## src/rtl/afe_pkg.sv

```systemverilog
// rtl/afe_pkg.sv - shared AFE mode/diag encodings and collector FSM states
package afe_pkg;

  localparam logic [1:0] MODE_IDLE   = 2'b00;
  localparam logic [1:0] MODE_DIAG   = 2'b01;
  localparam logic [1:0] MODE_STREAM = 2'b10;

  localparam logic [1:0] DIAG_PEND = 2'b00;
  localparam logic [1:0] DIAG_OK   = 2'b10;
  localparam logic [1:0] DIAG_ERR  = 2'b01;

  localparam int DIAG_BITS  = 14;
  localparam int RAM_DATA_W = 24;

  typedef enum logic [2:0] {
    S_IDLE,
    S_WAIT_DN,
    S_FETCH,
    S_PUBLISH,
    S_DIAG_RD,
    S_DIAG_DONE
  } afe_state_t;

  // Mode 11 is reserved and behaves exactly like idle.
  function automatic logic is_idle_mode(input logic [1:0] mode);
    return (mode == MODE_IDLE) || (mode == 2'b11);
  endfunction

endpackage

```

## src/rtl/afe_decim_counter.sv

```systemverilog
// rtl/afe_decim_counter.sv - modulo-DECIM event counter with terminal-count flag
module afe_decim_counter #(
  parameter int DECIM = 13,
  parameter int CNT_W = $clog2(DECIM) + 1
) (
  input  logic             clk,
  input  logic             in_reset,
  input  logic             in_clr,
  input  logic             in_inc,
  output logic [CNT_W-1:0] out_cnt,
  output logic             out_tc
);

  localparam logic [CNT_W-1:0] CNT_LAST = CNT_W'(DECIM - 1);

  // Terminal count reflects the current value, so the event that wraps is the flagged one.
  assign out_tc = (out_cnt == CNT_LAST);

  // Count enabled events, wrapping DECIM-1 back to zero; clear wins over increment.
  always_ff @(posedge clk) begin
    if (in_reset || in_clr) begin
      out_cnt <= '0;
    end else if (in_inc) begin
      out_cnt <= out_tc ? '0 : out_cnt + CNT_W'(1);
    end
  end

endmodule

```

## src/rtl/afe_frame_collector.sv

```systemverilog
// rtl/afe_frame_collector.sv - gathers AFE channel words into a shadow bank and publishes them atomically
module afe_frame_collector
  import afe_pkg::*;
#(
  parameter int NUM_CH     = 6,
  parameter int CH_BASE    = 0,
  parameter int DATA_W     = 22,
  parameter int ADDR_W     = 3,
  parameter int RD_LAT     = 2,
  parameter int DIAG_ADDR  = 6,
  parameter int VALID_HOLD = 2,
  parameter int DECIM      = 13
) (
  input  logic                     clk,
  input  logic                     in_reset,
  input  logic [1:0]               in_mode,
  input  logic                     in_strm_dn,
  input  logic [RAM_DATA_W-1:0]    in_strm_data,
  output logic [ADDR_W-1:0]        out_addr,
  output logic [NUM_CH*DATA_W-1:0] out_ch_data,
  output logic                     out_frame_valid,
  output logic                     out_decim_valid,
  output logic                     out_overrun,
  output logic [DIAG_BITS-1:0]     out_er_data,
  output logic [1:0]               out_diag_er
);

  localparam int CH_W   = (NUM_CH > 1) ? $clog2(NUM_CH) : 1;
  localparam int HOLD_W = $clog2(RD_LAT) + 1;
  localparam int VCNT_W = $clog2(VALID_HOLD + 1);
  localparam int DEC_W  = $clog2(DECIM) + 1;

  localparam logic [CH_W-1:0]   CH_LAST   = CH_W'(NUM_CH - 1);
  localparam logic [HOLD_W-1:0] HOLD_LAST = HOLD_W'(RD_LAT - 1);
  localparam logic [VCNT_W-1:0] VCNT_LAST = VCNT_W'(VALID_HOLD);

  if (CH_BASE + NUM_CH - 1 >= (1 << ADDR_W)) begin : g_bad_addr
    $error("afe_frame_collector: channel addresses do not fit in ADDR_W");
  end
  if (RD_LAT < 1 || RD_LAT > 8) begin : g_bad_lat
    $error("afe_frame_collector: RD_LAT must be 1..8");
  end

  afe_state_t state, state_d;

  logic [CH_W-1:0]          ch;
  logic [HOLD_W-1:0]        hold;
  logic [VCNT_W-1:0]        vcnt;
  logic [NUM_CH*DATA_W-1:0] shadow;
  logic                     er;
  logic [DEC_W-1:0]         decim_cnt;
  logic                     decim_tc;

  logic mode_clr, abort, diag_start, fetch_start, fetch_cap, diag_cap, pub_first, pub_last;

  logic unused_ok;
  assign unused_ok = ^{in_strm_data, decim_cnt};

  afe_decim_counter #(
    .DECIM (DECIM),
    .CNT_W (DEC_W)
  ) u_decim (
    .clk      (clk),
    .in_reset (in_reset),
    .in_clr   (mode_clr),
    .in_inc   (pub_first),
    .out_cnt  (decim_cnt),
    .out_tc   (decim_tc)
  );

  // State register.
  always_ff @(posedge clk) begin
    if (in_reset) state <= S_IDLE;
    else          state <= state_d;
  end

  // Next state and per-cycle control strobes; a mode that does not match the running sequence drops to IDLE.
  always_comb begin
    state_d     = state;
    mode_clr    = 1'b0;
    abort       = 1'b0;
    diag_start  = 1'b0;
    fetch_start = 1'b0;
    fetch_cap   = 1'b0;
    diag_cap    = 1'b0;
    pub_first   = 1'b0;
    pub_last    = 1'b0;
    if (is_idle_mode(in_mode)) begin
      state_d  = S_IDLE;
      mode_clr = 1'b1;
    end else begin
      case (state)
        S_IDLE: begin
          if (in_mode == MODE_STREAM) begin
            state_d = S_WAIT_DN;
          end else begin
            state_d    = S_DIAG_RD;
            diag_start = 1'b1;
          end
        end
        S_WAIT_DN: begin
          if (in_mode != MODE_STREAM) begin
            state_d = S_IDLE;
          end else if (in_strm_dn) begin
            state_d     = S_FETCH;
            fetch_start = 1'b1;
          end
        end
        S_FETCH: begin
          if (in_mode != MODE_STREAM) begin
            state_d = S_IDLE;
            abort   = 1'b1;
          end else if (hold == HOLD_LAST) begin
            fetch_cap = 1'b1;
            if (ch == CH_LAST) state_d = S_PUBLISH;
          end
        end
        S_PUBLISH: begin
          if (in_mode != MODE_STREAM) begin
            state_d = S_IDLE;
            abort   = 1'b1;
          end else begin
            pub_first = (vcnt == '0);
            if (vcnt == VCNT_LAST) begin
              pub_last = 1'b1;
              state_d  = S_WAIT_DN;
            end
          end
        end
        S_DIAG_RD: begin
          if (in_mode != MODE_DIAG) begin
            state_d = S_IDLE;
          end else if (hold == HOLD_LAST) begin
            diag_cap = 1'b1;
            state_d  = S_DIAG_DONE;
          end
        end
        S_DIAG_DONE: begin
          if (in_mode != MODE_DIAG) state_d = S_IDLE;
        end
        default: state_d = S_IDLE;
      endcase
    end
  end

  // Address sequencing, shadow capture, atomic publish and diagnostic capture.
  always_ff @(posedge clk) begin
    if (in_reset) begin
      out_addr        <= '0;
      out_ch_data     <= '0;
      out_frame_valid <= 1'b0;
      out_decim_valid <= 1'b0;
      out_overrun     <= 1'b0;
      out_er_data     <= '0;
      out_diag_er     <= DIAG_PEND;
      shadow          <= '0;
      ch              <= '0;
      hold            <= '0;
      vcnt            <= '0;
      er              <= 1'b0;
    end else if (mode_clr) begin
      out_addr        <= '0;
      out_frame_valid <= 1'b0;
      out_decim_valid <= 1'b0;
      out_overrun     <= 1'b0;
      out_er_data     <= '0;
      out_diag_er     <= DIAG_PEND;
    end else begin
      if (abort) begin
        out_frame_valid <= 1'b0;
        out_decim_valid <= 1'b0;
      end
      // A request while a frame is in flight is dropped, only flagged.
      if ((state == S_FETCH || state == S_PUBLISH) && in_strm_dn) out_overrun <= 1'b1;
      if (diag_start) begin
        out_addr    <= ADDR_W'(DIAG_ADDR);
        hold        <= '0;
        out_diag_er <= DIAG_PEND;
      end
      if (fetch_start) begin
        out_addr <= ADDR_W'(CH_BASE);
        ch       <= '0;
        hold     <= '0;
        vcnt     <= '0;
      end
      if (state == S_FETCH && !abort) begin
        if (fetch_cap) begin
          shadow[int'(ch)*DATA_W +: DATA_W] <= in_strm_data[DATA_W-1:0];
          hold <= '0;
          if (ch != CH_LAST) begin
            ch       <= ch + CH_W'(1);
            out_addr <= ADDR_W'(CH_BASE + int'(ch) + 1);
          end
        end else begin
          hold <= hold + HOLD_W'(1);
        end
      end
      if (state == S_PUBLISH && !abort) begin
        if (pub_first) begin
          out_ch_data     <= shadow;
          out_frame_valid <= 1'b1;
          out_decim_valid <= decim_tc;
        end
        if (pub_last) begin
          out_frame_valid <= 1'b0;
          out_decim_valid <= 1'b0;
          vcnt            <= '0;
        end else begin
          vcnt <= vcnt + VCNT_W'(1);
        end
      end
      if (state == S_DIAG_RD && in_mode == MODE_DIAG) begin
        if (diag_cap) begin
          out_er_data <= in_strm_data[DIAG_BITS-1:0];
          er          <= |in_strm_data[DIAG_BITS-1:0];
          hold        <= '0;
        end else begin
          hold <= hold + HOLD_W'(1);
        end
      end
      if (state == S_DIAG_DONE && in_mode == MODE_DIAG) begin
        out_diag_er <= er ? DIAG_ERR : DIAG_OK;
      end
    end
  end

endmodule

```

## config.mk

```make
export PLATFORM = sky130hd
export DESIGN_NAME = afe_frame_collector
export DESIGN_NICKNAME = d
export VERILOG_FILES = /design/src/rtl/afe_pkg.sv /design/src/rtl/afe_decim_counter.sv /design/src/rtl/afe_frame_collector.sv
export SDC_FILE = /design/constraint.sdc
export NUM_CORES = 1
export LEC_CHECK = 0
export CORE_MARGIN = 2
export CORE_UTILIZATION = 25
export CTS_CLUSTER_DIAMETER = 60
export DETAILED_ROUTE_END_ITERATION = 12
export SETUP_SLACK_MARGIN = 0.05
export SLEW_MARGIN = 20
export SYNTH_ARGS = -nofsm -noshare
export SYNTH_HDL_FRONTEND = slang
export SYNTH_SLANG_ARGS = --single-unit
```

## constraint.sdc

```tcl
create_clock -name clk -period 5.5 [get_ports clk]
set_input_delay 1.1 -clock clk [delete_from_list [all_inputs] [get_ports clk]]
set_output_delay 1.1 -clock clk [all_outputs]
set_load 0.05 [all_outputs]
```

**Word level (Yosys, flattened, before mapping)**

Cells that the tools add are included.

- Register bits after elaboration: 302
- Input bits: 29
- Output and inout bits: 154
- Word-level logic and storage cells: 138

- Add/sub/neg operators: 6
- Multiply operators: 1
- Equality and inequality tests: 21
- Shift-type cells: 2
- Muxes and demuxes: 67
- Bitwise gates (word level): 1
- Reductions and logical operators: 26

Operator list:

| cell | number |
|---|---|
| $bwmux W132 | 1 |
| $shift A22 B33 Y132 const A | 1 |
| $shiftx A22 B33 Y132 | 1 |
| $mux W3 | 20 |
| $mux W1 | 33 |
| $neg A8 Y33 | 1 |
| $mux W2 | 11 |
| $ne A3 B3 Y1 const B | 6 |
| $pmux W3 S6 | 1 |
| $reduce_or A14 Y1 | 1 |
| $eq A3 B3 Y1 const B | 3 |
| $reduce_and A3 Y1 | 3 |
| $mul A3 B4 Y7 const B | 1 |
| $add A3 B1 Y3 const B | 2 |
| $eq A2 B2 Y1 const B | 3 |
| $eq A3 B2 Y1 const B | 2 |
| $reduce_and A2 Y1 | 3 |
| $reduce_and A6 Y1 | 1 |
| $reduce_or A2 Y1 | 3 |
| $add A5 B1 Y5 const B | 1 |
| $eq A5 B4 Y1 const B | 1 |
| $logic_and A1 B1 Y1 | 5 |
| $mux W5 | 1 |
| $add A2 B1 Y2 const B | 2 |
| other kinds (11) | 17 |

**Depth between registers and ports, before layout**

- Word-level depth: 9
- Gate-level depth with buffers: 16
- Gate-level depth less buffers: 15

**Modules after synthesis**

Synthesis repeated with hierarchy kept, for this count alone.

- Cells, all modules: 1909
- Area total of the unflattened synthesis: 15302.2 µm²

By module, submodules not included:

| module | times used | cells an instance | area an instance (µm²) | seq. area each (µm²) |
|---|---|---|---|---|
| afe_frame_collector | 1 | 1880 | 15038.2 | 5945.7 |
| afe_decim_counter | 1 | 29 | 264.0 | 100.1 |

**Worst setup path before layout**

Ideal clock, no wire load.

- Path kind: register to register
- Start point: register ch[0]
- End point: register shadow[10]
- Setup time: 0.116 ns
- Arrival: 4.539 ns
- Data required time: 5.384 ns
- Slack: 0.845 ns
- Cell stages (with the launch flop): 16
- Buffers on the path: 2
- Period minus slack after synthesis: 4.655 ns
- Path through: dfxtp_1 > ha_1 > clkbuf_1 > inv_1 > clkbuf_1 > fa_1 > nand3b_1 > nor3_1 > ha_1 > or4b_2 > or4_4 > nor2_2 > a41oi_1 > nor4_2 > o211ai_1 > o211a_1

- Word-level cells in the longest chain between the ends: 4
- Elaborated cells on any way between the ends: 5
- Classes of those cells: 1 x add/sub; 1 x mul; 2 x shift; 1 x mux

Ends and longest elaborated chain:

| what | line | source |
|---|---|---|
| from (decl) | afe_frame_collector.sv:46 | `logic [CH_W-1:0] ch;` |
| from (signal assigned) | afe_frame_collector.sv:191 | `ch <= ch + CH_W'(1);` |
| $mul A3 B4 Y7 * | afe_frame_collector.sv:188 | `shadow[int'(ch)*DATA_W +: DATA_W] <= in_strm_data[DATA_W-1:0];` |
| $neg A8 Y33 * | afe_frame_collector.sv:188 |  |
| $shiftx A22 B33 Y132 or $shift A22 B33 Y132 (tied branches) | afe_frame_collector.sv:188 |  |
| $bwmux W132 * | afe_frame_collector.sv:188 |  |
| to (signal, indexed assignment) | afe_frame_collector.sv:188 |  |
| to (decl) | afe_frame_collector.sv:49 | `logic [NUM_CH*DATA_W-1:0] shadow;` |

Every way passes the cells marked *; elsewhere a longest branch is shown, timed or not.
A chain may end at the register's enable or synchronous reset.

**Worst setup path in the final report**

Same ends and word-level chain as after synthesis.

==> metrics <==
Max-Slew Margin vs Limit=0.260; run status=finished, final reports clean; layout cell share with drive strength beyond 1=0.0935; buffer depth of the longest clock path=3; initial antenna violation count=0; Place WS=0.590 ns; antenna-violating nets left=0; IO Port Bufs=180; final net count=2,073; dpl hpwl=44.7 mm; total die area=61,700 um2; final hold viol count=0; Setup Viol. Count Final=0; routed len/inst=21.3 um; WP buf/inv=1; Final WS setup=0.559 ns; core footprint=59,000 um2; Crit. End Element=flip-flop; pin count of the biggest net entering global routing=218; Post-Route Skew=0.0274 ns; Syn Nets=1,925; Final Cycle Share=0.898; RSZ-0062 raised after global routing=false; worst hold path class=reg2reg; routed via count=14,700; Ant. Diodes=0; leakage=0.00622 uW; Area growth syn-to-layout=26.9%; Synth Register Bits=302; PwrDens=250 nW/um2; root buf cell=clkbuf_16; first-pass GRT wire length=89.1 mm; Peak VDD IR=0.000154 V; Clock Pin Slew Worst Setup and Hold Paths=0.06 ns; CTS Hold Bufs=0; Seq/Total Area, Yosys=0.405; post-synthesis cell type count=78; minimum clock period=4.94 ns; Initial DRC Count=1,115; Post-Syn Area=14,900 um2; insertion delay to the later sink of the worst-skew pair=0.56 ns; GP Congestion=0.908; CTS H-tree depth=2; Most used DFF post-synth=dfxtp_1; Die H=248 um; Overflow after GRT=0; synthesized area per cell=7.94 um2; CP required=5.96 ns; worst r2r src=ch[0]; CTS resizes=0; Post-synth ARST share=0; Vias/cell=5.21; Min Hold Slack=0.453 ns; Max stage delay on crit path=0.67 ns; clk sinks=302; total global-route track usage=0.191; Crit Path Max Fanout=19; total CTS buffers=36; worst setup path start=ch[0]; FMAX=0.202 GHz; # DRC=0; Mapped Cells=1,879; First-pass DRT Iterations=8; Worst path top cell family by delay=simple AND/OR/NAND/NOR gates; Slew Viols, Final=0; Data arrival, critical path=5.40 ns; Sum Neg Setup Slack=0 ns; Ports=183; Post-CTS Repair Setup Buffers=0; hold_sp=out_ch_data[84]; Max stage delay cell, worst path=nor4_2; Post-synth EDFFs=0; CTS tree=yes; WL final=60.3 mm; YS warnings=0; critical path class=reg2reg; Tightest Pin Transition=1.11 ns; vias in the first global route=14,200; Most Frequent Cell on Critical Path=ha_1; row count=89; Initial Utilization=0.253; startpoint types=flip-flop; die span in x=248 um; CP cell instances=ha_1 > ha_1 > inv_1 > fa_1 > nand3b_1 > nor3_1 > ha_1 > or4b_2 > or4_4 > nor2_2 > a41oi_1 > nor4_2 > o211ai_1 > o211a_1; max_cap viols=0
==> final timing paths <==
path              slack [ns]  depth (start not counted)              end
setup reg to reg        0.56                         14       shadow[10]
setup / recovery        0.56                         14       shadow[10]
hold reg to reg         0.45                          2  out_ch_data[84]
hold / removal          0.45                          2  out_ch_data[84]
==> synth_stat cells (7+ instances only) <==
cell type | instances | area [um2]
a211oi_1 | 39 | 293
nand3_1 | 48 | 240
clkbuf_1 | 107 | 402
buf_1 | 10 | 37.5
o221ai_1 | 7 | 61.3
nor4_1 | 9 | 56.3
nor3_2 | 10 | 100
o211ai_1 | 10 | 75.1
nand4_1 | 14 | 87.6
inv_1 | 21 | 78.8
or3_1 | 12 | 75.1
buf_2 | 18 | 90.1
a21oi_1 | 222 | 1110
nor3_1 | 31 | 155
mux2_2 | 13 | 146
a31oi_1 | 10 | 62.6
o21a_1 | 11 | 82.6
nand2_1 | 404 | 1520
ha_1 | 16 | 200
nor2b_1 | 15 | 93.8
a22o_1 | 7 | 61.3
mux2i_1 | 98 | 981
mux4_2 | 12 | 270
nor2_1 | 172 | 646
dfxtp_1 | 302 | 6050
o22ai_1 | 23 | 144
and2_1 | 7 | 43.8
nand2b_1 | 18 | 113
and3_1 | 7 | 43.8
or2_2 | 7 | 43.8
o21ai_0 | 65 | 325
a211o_1 | 7 | 61.3
==> cells in the final DEF (no fill, tap or decap), drive strengths merged, types with 7 or more instances in the layout <==
cell type and n:
a21oi 224, or3 12, mux4 12, or2 7, mux2 13, dfxtp 302, clkinv 7, a211oi 40
nand3 48, clkdlybuf4s50 179, nor3 41, o22ai 23, nand4 14, xnor2 7, nor2b 15, clkbuf 49
a22o 7, a211o 7, o21ai 68, a31oi 10, nor4 10, nand2b 18, mux2i 98, o21a 11
inv 24, o211ai 10, and3 7, ha 16, and2 7, o221ai 7, nand2 404, nor2 174
buf 68
==> sequential cells by signal, indices dropped and copies added, names as in the netlist <==
register	cells
out_decim_valid	1
state	3
out_addr	3
ch	3
out_diag_er	2
er	1
shadow	132
hold	2
out_ch_data	132
out_overrun	1
out_er_data	14
vcnt	2
u_decim.out_cnt	5
out_frame_valid	1
==> report_power, final <==
group          internal [uW]  switching (uW)
Clock                   1400             979
Combinational           52.5             113
Sequential              2190            3.51
==> kinds of logic (layout without fill, tap and decap cells) <==
group	count (synthesis)	after routing	synth area share
fa+ha+maj	17	17	0.0148
xor+xnor	13	13	0.00998
compound gates	481	481	0.200
flops	302	302	0.405
buf+inv	158	333	0.0418
mux	123	123	0.0936
simple gates	785	785	0.234
==> through the flow <==
step	cell area [um2]	utilization	std cells	total power [uW]
2_1_floorplan	14900	-	1879	2330
3_3_place_gp	17700	0.301	2762	2400
3_5_place_dp	17700	0.301	2762	2410
4_1_cts	18900	0.321	2827	4790
5_1_grt	18900	0.321	2827	4890
6_report	18900	0.321	2827	4740
==> tightest hold or removal path: stages (launching register included) <==
cell and delay, ns:
dfxtp_1 0.30, nand2_1 0.05, a21oi_1 0.05
==> area by class of cell <==
class                           count  area (um2)
Tap cell                          773         967
Sequential cell                   302        6050
Clock buffer                       49        1010
Clock inverter                     16         174
Timing Repair Buffer              247        2360
Inverter                           21        78.8
Multi-Input combinational cell   1419        8300
Fill cell                        6230       40100
==> routing by layer <==
metal  share of wire  track usage  routed length, um
met5               0            0                  0
met4           0.034       0.0699               2070
met3           0.058       0.0361               3490
met2            0.46        0.311              27600
met1            0.45        0.250              27100
(Power assumes the default switching activity.)
